==> config.mk <==
export PLATFORM = sky130hd
export DESIGN_NAME = cam_table_mgr
export DESIGN_NICKNAME = d
export VERILOG_FILES = /design/src/rtl/cam_table_mgr.sv
export SDC_FILE = /design/constraint.sdc
export NUM_CORES = 1
export LEC_CHECK = 0
export ABC_AREA = 1
export CAP_MARGIN = 5
export CORE_MARGIN = 2
export CORE_UTILIZATION = 39
export DETAILED_ROUTE_END_ITERATION = 10
export PLACE_DENSITY = 0.79
export SKIP_CTS_REPAIR_TIMING = 1
export SLEW_MARGIN = 20
export SYNTH_ARGS = -nofsm -noshare
export SYNTH_HDL_FRONTEND = slang
export SYNTH_SLANG_ARGS = --single-unit
==> constraint.sdc <==
create_clock -name clk -period 3.72 [get_ports clk]
set_input_delay 0.744 -clock clk [delete_from_list [all_inputs] [get_ports clk]]
set_output_delay 0.744 -clock clk [all_outputs]
set_load 0.01 [all_outputs]
==> src/rtl/cam_table_mgr.sv <==
// Table manager in front of a CAM: serialises insert/delete requests, tracks occupancy
// in a bitmap, and yields the compare port to the datapath lookup whenever it is active.
module cam_table_mgr #(
    parameter int DATA_WIDTH = 64,
    parameter int ADDR_WIDTH = 5
) (
    input  logic                  clk,
    input  logic                  rst,
    input  logic                  req_valid,
    output logic                  req_ready,
    input  logic                  req_op,
    input  logic [DATA_WIDTH-1:0] req_key,
    output logic                  rsp_valid,
    input  logic                  rsp_ready,
    output logic [1:0]            rsp_status,
    output logic [ADDR_WIDTH-1:0] rsp_addr,
    input  logic                  lkp_valid,
    input  logic [DATA_WIDTH-1:0] lkp_key,
    output logic [ADDR_WIDTH-1:0] cam_write_addr,
    output logic [DATA_WIDTH-1:0] cam_write_data,
    output logic                  cam_write_delete,
    output logic                  cam_write_enable,
    input  logic                  cam_write_busy,
    output logic [DATA_WIDTH-1:0] cam_compare_data,
    input  logic                  cam_match,
    input  logic [ADDR_WIDTH-1:0] cam_match_addr,
    output logic [ADDR_WIDTH:0]   entry_count,
    output logic                  table_full
);

    localparam int DEPTH = 2 ** ADDR_WIDTH;
    localparam logic [ADDR_WIDTH:0] CNT_ONE = 1;

    localparam logic [1:0] ST_OK       = 2'b00;
    localparam logic [1:0] ST_EXISTS   = 2'b01;
    localparam logic [1:0] ST_FULL     = 2'b10;
    localparam logic [1:0] ST_NOTFOUND = 2'b11;

    typedef enum logic [2:0] {S_IDLE, S_CMP, S_CHK, S_WR, S_RSP} state_t;

    state_t                state_q, state_d;
    logic                  op_q, op_d;
    logic [DATA_WIDTH-1:0] key_q, key_d;
    logic [ADDR_WIDTH-1:0] target_q, target_d;
    logic [DEPTH-1:0]      bitmap_q, bitmap_d;
    logic [ADDR_WIDTH:0]   count_q, count_d;
    logic [1:0]            status_q, status_d;
    logic [ADDR_WIDTH-1:0] addr_q, addr_d;
    logic [ADDR_WIDTH-1:0] free_idx;

    always_ff @(posedge clk or posedge rst) begin
        if (rst) begin
            state_q  <= S_IDLE;
            op_q     <= 1'b0;
            key_q    <= '0;
            target_q <= '0;
            bitmap_q <= '0;
            count_q  <= '0;
            status_q <= ST_OK;
            addr_q   <= '0;
        end else begin
            state_q  <= state_d;
            op_q     <= op_d;
            key_q    <= key_d;
            target_q <= target_d;
            bitmap_q <= bitmap_d;
            count_q  <= count_d;
            status_q <= status_d;
            addr_q   <= addr_d;
        end
    end

    // Descending scan so the last assignment leaves the lowest free index.
    always_comb begin
        free_idx = '0;
        for (int i = DEPTH - 1; i >= 0; i--) begin
            if (!bitmap_q[i]) free_idx = i[ADDR_WIDTH-1:0];
        end
    end

    always_comb begin
        state_d  = state_q;
        op_d     = op_q;
        key_d    = key_q;
        target_d = target_q;
        bitmap_d = bitmap_q;
        count_d  = count_q;
        status_d = status_q;
        addr_d   = addr_q;
        case (state_q)
            S_IDLE: begin
                if (req_valid) begin
                    op_d    = req_op;
                    key_d   = req_key;
                    state_d = S_CMP;
                end
            end
            S_CMP: begin
                if (!lkp_valid) state_d = S_CHK;
            end
            S_CHK: begin
                if (!op_q) begin
                    if (cam_match) begin
                        status_d = ST_EXISTS;
                        addr_d   = cam_match_addr;
                        state_d  = S_RSP;
                    end else if (table_full) begin
                        status_d = ST_FULL;
                        addr_d   = '0;
                        state_d  = S_RSP;
                    end else begin
                        target_d = free_idx;
                        state_d  = S_WR;
                    end
                end else if (cam_match) begin
                    target_d = cam_match_addr;
                    state_d  = S_WR;
                end else begin
                    status_d = ST_NOTFOUND;
                    addr_d   = '0;
                    state_d  = S_RSP;
                end
            end
            S_WR: begin
                if (!cam_write_busy) begin
                    // Count follows the bitmap bit so it can neither overflow nor underflow.
                    if (op_q && bitmap_q[target_q])       count_d = count_q - CNT_ONE;
                    else if (!op_q && !bitmap_q[target_q]) count_d = count_q + CNT_ONE;
                    bitmap_d[target_q] = ~op_q;
                    status_d = ST_OK;
                    addr_d   = target_q;
                    state_d  = S_RSP;
                end
            end
            S_RSP: begin
                if (rsp_ready) state_d = S_IDLE;
            end
            default: state_d = S_IDLE;
        endcase
    end

    assign req_ready        = (state_q == S_IDLE);
    assign rsp_valid        = (state_q == S_RSP);
    assign rsp_status       = status_q;
    assign rsp_addr         = addr_q;
    assign cam_compare_data = lkp_valid ? lkp_key : key_q;
    assign cam_write_enable = (state_q == S_WR) && !cam_write_busy;
    assign cam_write_addr   = (state_q == S_WR) ? target_q : '0;
    assign cam_write_data   = (state_q == S_WR) ? key_q : '0;
    assign cam_write_delete = (state_q == S_WR) && op_q;
    assign entry_count      = count_q;
    // The count never exceeds DEPTH, so its MSB alone means "full".
    assign table_full       = count_q[ADDR_WIDTH];

endmodule

==> results of run 1 <==
metrics by stage:
stage | setup TNS, ns | instances | utilization (%) | hold WS (ns)
global placement | 0 | 1395 | 58.9 | 0.455
floorplan | 0 | 914 | - | 0.489
finish | 0 | 1433 | 62.5 | 0.473
detailed placement | 0 | 1395 | 58.9 | 0.462
global route | -0.0293 | 1432 | 62.5 | 0.495
CTS | 0 | 1426 | 62.4 | 0.477
layout make-up:
class,instances,area [µm²],area share (%)
tap,220,275,2.66
clock inverter,11,128,1.24
timing repair buffer,307,3070,29.7
clock buffer,20,457,4.42
inverter,116,439,4.25
multi-input combinational,634,3000,29.0
sequential,118,2950,28.6
antenna,7,17.5,0.170
per-layer routing:
| metal | up-vias | global-route usage, % |
|---|---|---|
| met3 | 45 | 11.6 |
| li1 | 3516 | - |
| met4 | 0 | 10.5 |
| met2 | 278 | 43.9 |
| met5 | - | 0 |
| met1 | 3413 | 32.5 |
power breakdown:
group | total, W | switching [W] | leakage (nW) | internal, W
logic | 0.00325 | 0.00185 | 2.95 | 0.00139
clock network | 0.00162 | 0.000604 | 0.266 | 0.00102
registers | 0.00207 | 0.000290 | 1.40 | 0.00178
cell usage in the layout (no fill, tap or decap), drive strengths merged, types with 18 or more instances in the layout:
| cell | Yosys | layout |
|---|---|---|
| nor2 | 171 | 171 |
| nand2 | 167 | 167 |
| dfrtp | 118 | 118 |
| clkdlybuf4s50 | 0 | 290 |
| a21oi | 88 | 88 |
| o21ai | 107 | 107 |
| a31oi | 18 | 18 |
| clkbuf | 38 | 20 |
| nand3 | 22 | 22 |
| inv | 114 | 113 |
kinds of logic after synthesis:
kind of cell	Yosys count	share of synthesized area (%)
compound gates	238	19.7
buf+inv	162	9.47
simple gates	383	23.4
fa+ha+maj	9	1.83
flops	118	45.0
xor+xnor	4	0.534
cells in the mapped netlist, drive strengths merged, types with 8 or more instances:
cell / number
a31oi: 18
a21oi: 88
buf: 8
a22o: 10
ha: 8
clkbuf: 38
o21ai: 107
inv: 114
nand3: 22
nand2: 167
nor2: 171
dfrtp: 118
nor3: 13
registers in the layout (all words and copies together), names as in the netlist:
signal / cells
entry_count: 6
bitmap_q: 32
target_q: 5
state_q: 3
rsp_addr: 5
key_q: 64
op_q: 1
rsp_status: 2
worst register-to-register path, stage by stage (launching register included):
cell and delay, ns:
dfrtp_1 0.42, nand2_1 0.15, clkinv_1 0.07, buf_4 0.19, a22oi_1 0.19, o221ai_1 0.15, nand4_1 0.10, nand4_1 0.07
or2_2 0.30, ha_1 0.27, ha_1 0.38, a21oi_1 0.15, inv_1 0.07, a31oi_2 0.22, nor2_1 0.07, nor2_1 0.08
nor2_1 0.04, nor2_1 0.11, o21ai_0 0.08, a21oi_1 0.16, xor2_1 0.16
worst max-delay path by stage:
stage / slack [ns] / cells after the start / end
floorplan: 0.70 / 18 / entry_count[5]
global placement: 0.40 / 19 / entry_count[5]
detailed placement: 0.29 / 19 / entry_count[5]
CTS: 0.29 / 19 / entry_count[5]
global route: -0.03 / 19 / entry_count[5]
finish: 0.24 / 20 / entry_count[5]
==> qor.yml, run 1 <==
status:
  status: "completed"
routing:
  detailroute.via_count: 7252
  highest-signal-layer: "met4"
  wl_per_cell_um: 17.2
  vias_per_cell: 5.06
  ant_nets: 0
  met2_wl_um: 11900
  wl_um: 24700
  met3RoutedLength_um: 2620
  drtPass1Iterations: 5
  drt_iter0_markers: 558
  drt-met1-wl_um: 9420
  drc: 0
synth:
  synth_seq_area_share_pct: 45.0
  yosysWarningCount: 0
  synth.top_cell.area_share_pct: 45.0
  synthCells: 914
  main_area_contributors_after_synthesis: "dfrtp_1, nor2_1, nand2_1"
  synth_enable_flop_cells: 0
  netlist.top_cell.by_area: "dfrtp_1"
  syn-mean-instance-area_um2: 7.17
  number_of_synthesized_register_bits: 118
  synth-main-ff-cell: "dfrtp_1"
  synth.lib_cells_used.distinct: 35
  synth-async-reset-ratio_pct: 100
  synth_nets: 1064
  syn_area_um2: 6560
floorplan:
  area_of_the_die_um2: 17900
  floorplan.initialDensity_pct: 39.7
  row_count: 47
  placeable_area_um2: 16500
  dieHeight_um: 134
  io-pin-count: 292
  die-width_um: 134
worst_hold_path:
  worst_hold_path_type: "reg2reg"
  hold_end: "rsp_addr[1]"
  worst_hold_startpoint: "rsp_addr[1]"
  holdPathStages: 2
timing:
  max-slew-margin-rel_pct: 41.4
  final-setup-viol-count: 0
  finalCritPeriodShare_pct: 93.6
  fin_worst_skew_ns: 0.00865
  post-route-min-period_ns: 3.48
  drv_slew: 0
  timing_hold_violations_final: 0
  fmax_mhz: 287
  actual_slew_at_the_worst_max_slew_pin_ns: 0.879
  final.setup.worst_slack_ns: 0.237
placement:
  placedInstanceArea_um2: 9730
  gpl.final_weighted_congestion: 0.911
  dpl_wire_length_um: 18200
  worst_setup_slack_after_placement_ns: 0.287
  placement.io_buffers: 291
clocking:
  clk_latency_ns: 0.42
  ctsLongestPathBuffers: 2
  h-tree-depth: 4
  worst_setup_hold_path_clk_slew_ns: 0.05
  cts_buffers: 17
  clock-root-buffer: "clkbuf_16"
  clkSinkCount: 118
  tritoncts_clock_tree: "yes"
critical_path:
  rr_endpoint: "entry_count[5]"
  crit_path_top_delay_cell: "dfrtp_1"
  startpoint_class_of_the_critical_path: "flop"
  timing.critical_path.cells: "nand2_1 > clkinv_1 > buf_4 > a22oi_1 > o221ai_1 > nand4_1 > nand4_1 > or2_2 > ha_1 > ha_1 > a21oi_1 > inv_1 > a31oi_2 > nor2_1 > nor2_1 > nor2_1 > nor2_1 > o21ai_0 > a21oi_1 > xor2_1"
  critPathBufInv: 3
  worst-endpoint-arrival_ns: 3.82
  critPathMostFrequentCell: "nor2_1"
  rr_worst_depth: 20
  timing.critical_path.slowest_cell_delay_ns: 0.42
  crit_start: "target_q[0]"
  worst-setup-path-type: "reg2reg"
  r2r-start: "target_q[0]"
  regToRegSetupSlack_ns: 0.24
  crit_path_end_kind: "flop"
  crit_path_max_fanout: 17
  cp_top_family: "compound AO/OA/AOI/OAI gates"
  crit_required_ns: 4.06
global_routing:
  grt_max_degree: 119
  global_route.usage.total_pct: 27.3
  first_global_vias: 6912
  grt_overflow: 0
  antenna_found_initial: 7
  grt_pass1_wl_um: 37400
final_layout:
  num-nets-final: 1344
  fraction_of_final_layout_cells_with_drive_strength_greater_than_1_pct: 4.81
  finish.instance_area_um2: 10300
  n_fill_cell: 1420
  area_growth_pct: 57.6
power:
  pwr_density_cell_nw_per_um2: 672
  ir_drop_v: 0.000411
  design_power_total_w: 0.00694
  p_leak_nw: 4.62
flow_run:
  max_cap_violations: 0
Power figures use the tool's default switching activity.
==> run 2: changes to the inputs <==
Settings changed: GPL_TIMING_DRIVEN from default to 0.
==> run 2 against run 1 <==
  * Design area rose by 1.2%
  * Worst setup slack got worse by 0.063 ns
  * Via count rose by 2.8%
  * Fmax fell by 1.8%
  * Routed wire length rose by 11%
  * Global-route usage rose by 3.0 points
  * Non-clock buffer count rose by 34
  * Combinational power rose by 4%
  * Worst hold slack improved by 0.0064 ns
  * Clock power barely moved
  * Total power rose by 2.5%
  * Sequential share of layout area fell by 0.35 points
==> qor.yml, run 2 (same netlist as run 1, synthesis figures left out) <==
final_layout:
  num-nets-final: 1378  # +2.5%
  n_fill_cell: 1435  # +1.1%
  final_cell_count_no_fill: 1464  # +2.2%
  finish.instance_area_um2: 10500  # +1.2%
  area_growth_pct: 59.5
  layout.cells.most_common_list: "clkdlybuf4s50_1, nor2_1, nand2_1"
  largest-register: "key_q"
  largest_register_ffs: 64  # unchanged
  fraction_of_final_layout_cells_with_drive_strength_greater_than_1_pct: 4.51  # -0.30 points
  mostFrequentLayoutCell: "clkdlybuf4s50_1"
clocking:
  cts_buffers: 17  # unchanged
  ctsLongestPathBuffers: 2  # unchanged
  clk_latency_ns: 0.42  # about the same
  worst_setup_hold_path_clk_slew_ns: 0.06  # about the same
  tritoncts_clock_tree: "yes"
  clock-root-buffer: "clkbuf_16"
  clkSinkCount: 118  # unchanged
  h-tree-depth: 4  # unchanged
critical_path:
  rr_worst_depth: 18  # -10%
  crit_path_top_delay_cell: "clkdlybuf4s50_1"
  regToRegSetupSlack_ns: 0.30  # +0.06 ns
  timing.critical_path.slowest_cell_delay_ns: 0.60  # +0.18 ns
  cp_top_family: "buffers and inverters"
  startpoint_class_of_the_critical_path: "flop"
  critPathBufInv: 4  # +1
  r2r-start: "target_q[0]"
  crit_path_end_kind: "output port"
  crit_required_ns: 2.98  # -1.08 ns
  worst-endpoint-arrival_ns: 2.80  # -1.02 ns
  timing.critical_path.cells: "inv_1 > nor3_4 > inv_2 > clkbuf_2 > nor2_1 > clkdlybuf4s50_1"
  rr_endpoint: "entry_count[5]"
  crit_path_max_fanout: 19  # +2
  worst-setup-path-type: "reg2out"
power:
  ir_drop_v: 0.000572  # +39%
  design_power_total_w: 0.00711  # +2.5%
  pwr_density_cell_nw_per_um2: 680  # +1.3%
  p_leak_nw: 4.65  # +0.61%
placement:
  dpl_wire_length_um: 21000  # +16%
  dp_cells: 1427  # +2.3%
  placement.io_buffers: 290  # -0.34%
  gpl.final_weighted_congestion: 0.979  # +7.4%
  placedInstanceArea_um2: 9800  # +0.75%
global_routing:
  grt_overflow: 0  # unchanged
  antenna_found_initial: 4  # -3
  grt_pass1_wl_um: 40600  # +8.5%
  first_global_vias: 7200  # +4.2%
  grt_max_degree: 33  # -72%
  global_route.usage.total_pct: 30.2  # +3.0 points
worst_hold_path:
  holdPathStages: 2  # unchanged
  worst_hold_startpoint: "rsp_addr[2]"
  worst_hold_path_type: "reg2reg"
  hold_end: "rsp_addr[2]"
routing:
  ant_nets: 0  # unchanged
  wl_um: 27400  # +11%
  drt_iter0_markers: 508  # -9.0%
  detailroute.via_count: 7457  # +2.8%
  drc: 0  # unchanged
  wl_per_cell_um: 18.7  # +8.8%
  vias_per_cell: 5.09  # +0.65%
  drtPass1Iterations: 5  # unchanged
floorplan:
  area_of_the_die_um2: 17900  # unchanged
  floorplan.initialDensity_pct: 39.7  # unchanged
  placeable_area_um2: 16500  # unchanged
  row_count: 47  # unchanged
  dieHeight_um: 134  # unchanged
  io-pin-count: 292  # unchanged
  die-width_um: 134  # unchanged
timing:
  finalCritPeriodShare_pct: 95.3  # +1.7 points
  timing_hold_violations_final: 0  # unchanged
  post-route-min-period_ns: 3.55  # +0.0628 ns
  final.hold.worst_slack_ns: 0.480  # +0.00637 ns
  finalSetupTns_ns: 0  # unchanged
  fin_worst_skew_ns: 0.00736  # -0.00129 ns
  max-slew-margin-rel_pct: 50.8  # +9.3 points
  final-setup-viol-count: 0  # unchanged
  rsz_0062_raised_after_global_routing: "false"
  fmax_mhz: 282  # -1.8%
  drv_slew: 0  # unchanged
  actual_slew_at_the_worst_max_slew_pin_ns: 0.737  # -0.142 ns
flow_run:
  max_cap_violations: 0  # unchanged
status:
  status: "completed"
-- run 2: cell count changes in the layout (fill, tap and decap cells not counted), sizes merged --
cell	before	now
clkinv	5	4
diode	7	3
clkbuf	20	63
clkinvlp	7	4
buf	17	13
-- run 2: cell type report --
cell class,count,area (µm²),share of cell area (%)
sequential,118,2950,28.2
antenna,3,7.51,0.0718
clock buffer,25,495,4.74
inverter,116,443,4.23
clock inverter,7,93.8,0.897
tap,220,275,2.63
multi-input combinational,634,3020,28.9
timing repair buffer,296,2990,28.5
buffer,45,184,1.76
-- run 2: layer usage --
layer  GRT usage, %  routed length [µm]
met5              0                  11
met4           12.8                1050
met3           12.4                2700
met2           48.9               13000
met1           35.6               10700
-- run 2: how the worst max path moves through the flow --
stage / startpoint / end / slack (ns) / depth (start not counted)
6_report: state_q[1] / cam_write_data[57] / 0.17 / 6
4_1_cts: state_q[1] / cam_write_data[57] / -0.31 / 7
3_5_place_dp: lkp_valid / cam_compare_data[43] / 0.07 / 6
3_3_place_gp: lkp_valid / cam_compare_data[43] / 0.06 / 6
5_1_grt: target_q[4] / entry_count[5] / 0.06 / 17
2_1_floorplan: target_q[0] / entry_count[5] / 0.70 / 18
-- run 2: worst reg2reg max path, stage by stage, from the launching register on --
cell and delay [ns]:
dfrtp_1 0.45, nand2_2 0.15, clkinvlp_4 0.22, a22o_1 0.26, o21ai_0 0.18, nand4_1 0.11
or2_2 0.33, ha_1 0.29, ha_4 0.27, a21oi_1 0.13, inv_1 0.06, a31oi_2 0.19
nor2_1 0.07, nor2_1 0.09, nor2_1 0.05, nor2_1 0.11, o21ai_0 0.08, a21oi_1 0.16
xor2_1 0.15
-- run 2: where the power goes --
part	internal (W)	switching [W]	leakage, nW
Clock	0.00106	0.000597	0.283
Sequential	0.00178	0.000299	1.40
Combinational	0.00140	0.00198	2.97
-- run 2: per-stage QoR --
step	util, %	setup WS [ns]
6_report	63.3	0.175
3_3_place_gp	58.9	0.0591
5_1_grt	63.3	0.0555
2_1_floorplan	-	0.698
3_5_place_dp	59.3	0.0667
4_1_cts	62.9	-0.309
==> run 3: changes to the inputs <==
Settings changed: CORE_MARGIN 2 to 8, CTS_CLUSTER_DIAMETER from default to 150.
Clock period 3.72 ns to 2.9 ns, I/O delays scaled along.
==> run 3 against run 2 <==
  * The run now ends with negative setup slack left
  * Sequential power up 30%
  * Clock power up 23%
  * Clock-buffer cell count down 2
  * Utilization up 2.6 points
  * Register-to-register slack worse by 0.50 ns
  * Global-route usage down 4.1 points
  * Non-clock buffer count up 19
  * Routed wire length up 3.0%
  * Final cell count up 1.4%
  * Critical path depth up 12
  * Via count up 3.2%
==> qor.yml, run 3 (same netlist as run 1, synthesis figures left out) <==
clocking:
  clock-root-buffer: "clkbuf_16"
  ctsLongestPathBuffers: 2  # unchanged
  cts_buffers: 17  # unchanged
  clkSinkCount: 118  # unchanged
  h-tree-depth: 4  # unchanged
  worst_setup_hold_path_clk_slew_ns: 0.05  # about the same
  tritoncts_clock_tree: "yes"
  clk_latency_ns: 0.42  # about the same
placement:
  placement.io_buffers: 290  # unchanged
  dpl_wire_length_um: 21700  # +3.0%
  worst_setup_slack_after_placement_ns: -0.577  # -0.644 ns
  gpl.final_weighted_congestion: 0.988  # +0.95%
timing:
  post-route-min-period_ns: 3.10
  timing_hold_violations_final: 0  # unchanged
  final-setup-viol-count: 2  # +2
  actual_slew_at_the_worst_max_slew_pin_ns: 0.661  # -0.0762 ns
  final.setup.worst_slack_ns: -0.204  # -0.379 ns
  fin_worst_skew_ns: 0.00996  # +0.00259 ns
  final.hold.worst_slack_ns: 0.468  # -0.0115 ns
  finalSetupTns_ns: -0.249  # -0.249 ns
  finalCritPeriodShare_pct: 107
  max-slew-margin-rel_pct: 55.9  # +5.1 points
  drv_slew: 0  # unchanged
  rsz_0062_raised_after_global_routing: "true"
  fmax_mhz: 322
final_layout:
  largest-register: "key_q"
  layout.cells.most_common_list: "clkdlybuf4s50_1, nor2_1, nand2_1"
  layout.core_utilization_pct: 65.9  # +2.6 points
  fraction_of_final_layout_cells_with_drive_strength_greater_than_1_pct: 8.72  # +4.2 points
  num-nets-final: 1398  # +1.5%
  largest_register_ffs: 64  # unchanged
  area_growth_pct: 66.0
  mostFrequentLayoutCell: "clkdlybuf4s50_1"
floorplan:
  die-width_um: 146  # +9.0%
  placeable_area_um2: 16500  # unchanged
  dieHeight_um: 146  # +9.0%
  floorplan.initialDensity_pct: 39.7  # unchanged
  row_count: 47  # unchanged
  area_of_the_die_um2: 21200  # +19%
  io-pin-count: 292  # unchanged
routing:
  drtPass1Iterations: 6  # +1
  detailroute.via_count: 7692  # +3.2%
  wl_um: 28200  # +3.0%
  ant_nets: 0  # unchanged
  drc: 0  # unchanged
  vias_per_cell: 5.18  # +1.8%
  wl_per_cell_um: 19.0  # +1.6%
  drt_iter0_markers: 581  # +14%
status:
  violations: "negative setup slack"
  status: "finished, violations left"
critical_path:
  rr_worst_depth: 18  # unchanged
  worst-setup-path-type: "reg2reg"
  worst-endpoint-arrival_ns: 3.44  # +0.64 ns
  regToRegSetupSlack_ns: -0.20  # -0.50 ns
  rr_endpoint: "entry_count[5]"
  r2r-start: "target_q[1]"
  startpoint_class_of_the_critical_path: "flop"
  crit_path_end_kind: "flop"
  crit_path_max_fanout: 9  # -10
  crit_required_ns: 3.23  # +0.25 ns
power:
  seq_power_share_pct: 28.6  # -0.6 points
  p_leak_nw: 5.70  # +22%
  p_int_w: 0.00558  # +32%
  clock_share_of_power_pct: 21.5  # -1.7 points
  switchingPower_w: 0.00387  # +34%
  pwr_density_cell_nw_per_um2: 868  # +28%
  switching_share_pct: 41.0  # +0.49 points
  ir_drop_v: 0.000466  # -19%
  power_frac_comb_pct: 49.9  # +2.4 points
global_routing:
  global_route.usage.total_pct: 26.1  # -4.1 points
  grt_pass1_wl_um: 43500  # +7.2%
  grt_overflow: 0  # unchanged
  first_global_vias: 7758  # +7.8%
  antenna_found_initial: 3  # -1
  grt_max_degree: 35  # +6.1%
worst_hold_path:
  holdPathStages: 2  # unchanged
  worst_hold_path_type: "reg2reg"
  hold_end: "rsp_addr[1]"
  worst_hold_startpoint: "rsp_addr[1]"
flow_run:
  max_cap_violations: 0  # unchanged
-- run 3: changes by cell type in the layout (fill, tap and decap cells not counted), sizes merged --
| cell | change |
|---|---|
| clkdlybuf4s50 | -52 |
| dlymetal6s2s | +52 |
| buf | +23 |
| clkbuf | -6 |
| clkinv | +3 |
| inv | -2 |
| clkinvlp | +1 |
| nor2 | +1 |
-- run 3: critical path, cell delays in order (launching register included) --
cell and delay, ns:
dfrtp_2 0.49, inv_2 0.13, nor2_4 0.08, a22o_1 0.20, o21ai_0 0.19, nand4_1 0.12, or2_4 0.29, ha_4 0.19
ha_4 0.22, a21oi_2 0.12, inv_2 0.06, a31oi_4 0.16, nor2_1 0.06, nor2_1 0.10, nor2_1 0.05, nor2_1 0.13
o21ai_1 0.10, a21oi_2 0.15, xor2_1 0.16
-- run 3: power by group through the flow --
stage,clock network (W),registers [W],logic (W)
CTS,0.00206,0.00263,0.00434
finish,0.00203,0.00270,0.00472
global route,0.00214,0.00278,0.00517
floorplan,0,0.00260,0.00227
detailed placement,0,0.00266,0.00431
global placement,0,0.00264,0.00421
-- run 3: layout make-up --
class / instances / area (µm²)
Fill cell: 1387 / 5640
Timing Repair Buffer: 314 / 3250
Multi-Input combinational cell: 635 / 3150
Sequential cell: 118 / 2960
Clock buffer: 23 / 468
Inverter: 116 / 455
Tap cell: 220 / 275
Buffer: 46 / 211
Clock inverter: 9 / 101
Antenna cell: 3 / 7.51
-- run 3: through the flow --
| step | cells | area, µm² | power (W) |
|---|---|---|---|
| 6_report | 1484 | 10900 | 0.00945 |
| 3_3_place_gp | 1424 | 9760 | 0.00685 |
| 3_5_place_dp | 1427 | 9820 | 0.00697 |
| 5_1_grt | 1484 | 10900 | 0.0101 |
| 4_1_cts | 1459 | 10400 | 0.00903 |
| 2_1_floorplan | 914 | 6580 | 0.00487 |
-- run 3: worst max path at each step --
stage                start              endpoint  slack [ns]
2_1_floorplan  target_q[0]        entry_count[5]        0.04
3_3_place_gp     lkp_valid  cam_compare_data[45]       -0.54
3_5_place_dp     lkp_valid  cam_compare_data[48]       -0.58
4_1_cts         state_q[0]    cam_write_data[27]       -0.96
5_1_grt        target_q[0]        entry_count[5]       -0.39
6_report       target_q[1]        entry_count[5]       -0.20
-- run 3: routing by layer --
metal | share of wire, % | up-vias | routed length (µm) | GRT usage (%)
li1 | - | 3635 | - | -
met3 | 9.4 | 56 | 2650 | 10.0
met2 | 50 | 354 | 14300 | 45.1
met5 | 0 | - | 0 | 0
met1 | 38 | 3647 | 10600 | 29.2
met4 | 2.6 | 0 | 729 | 8.22
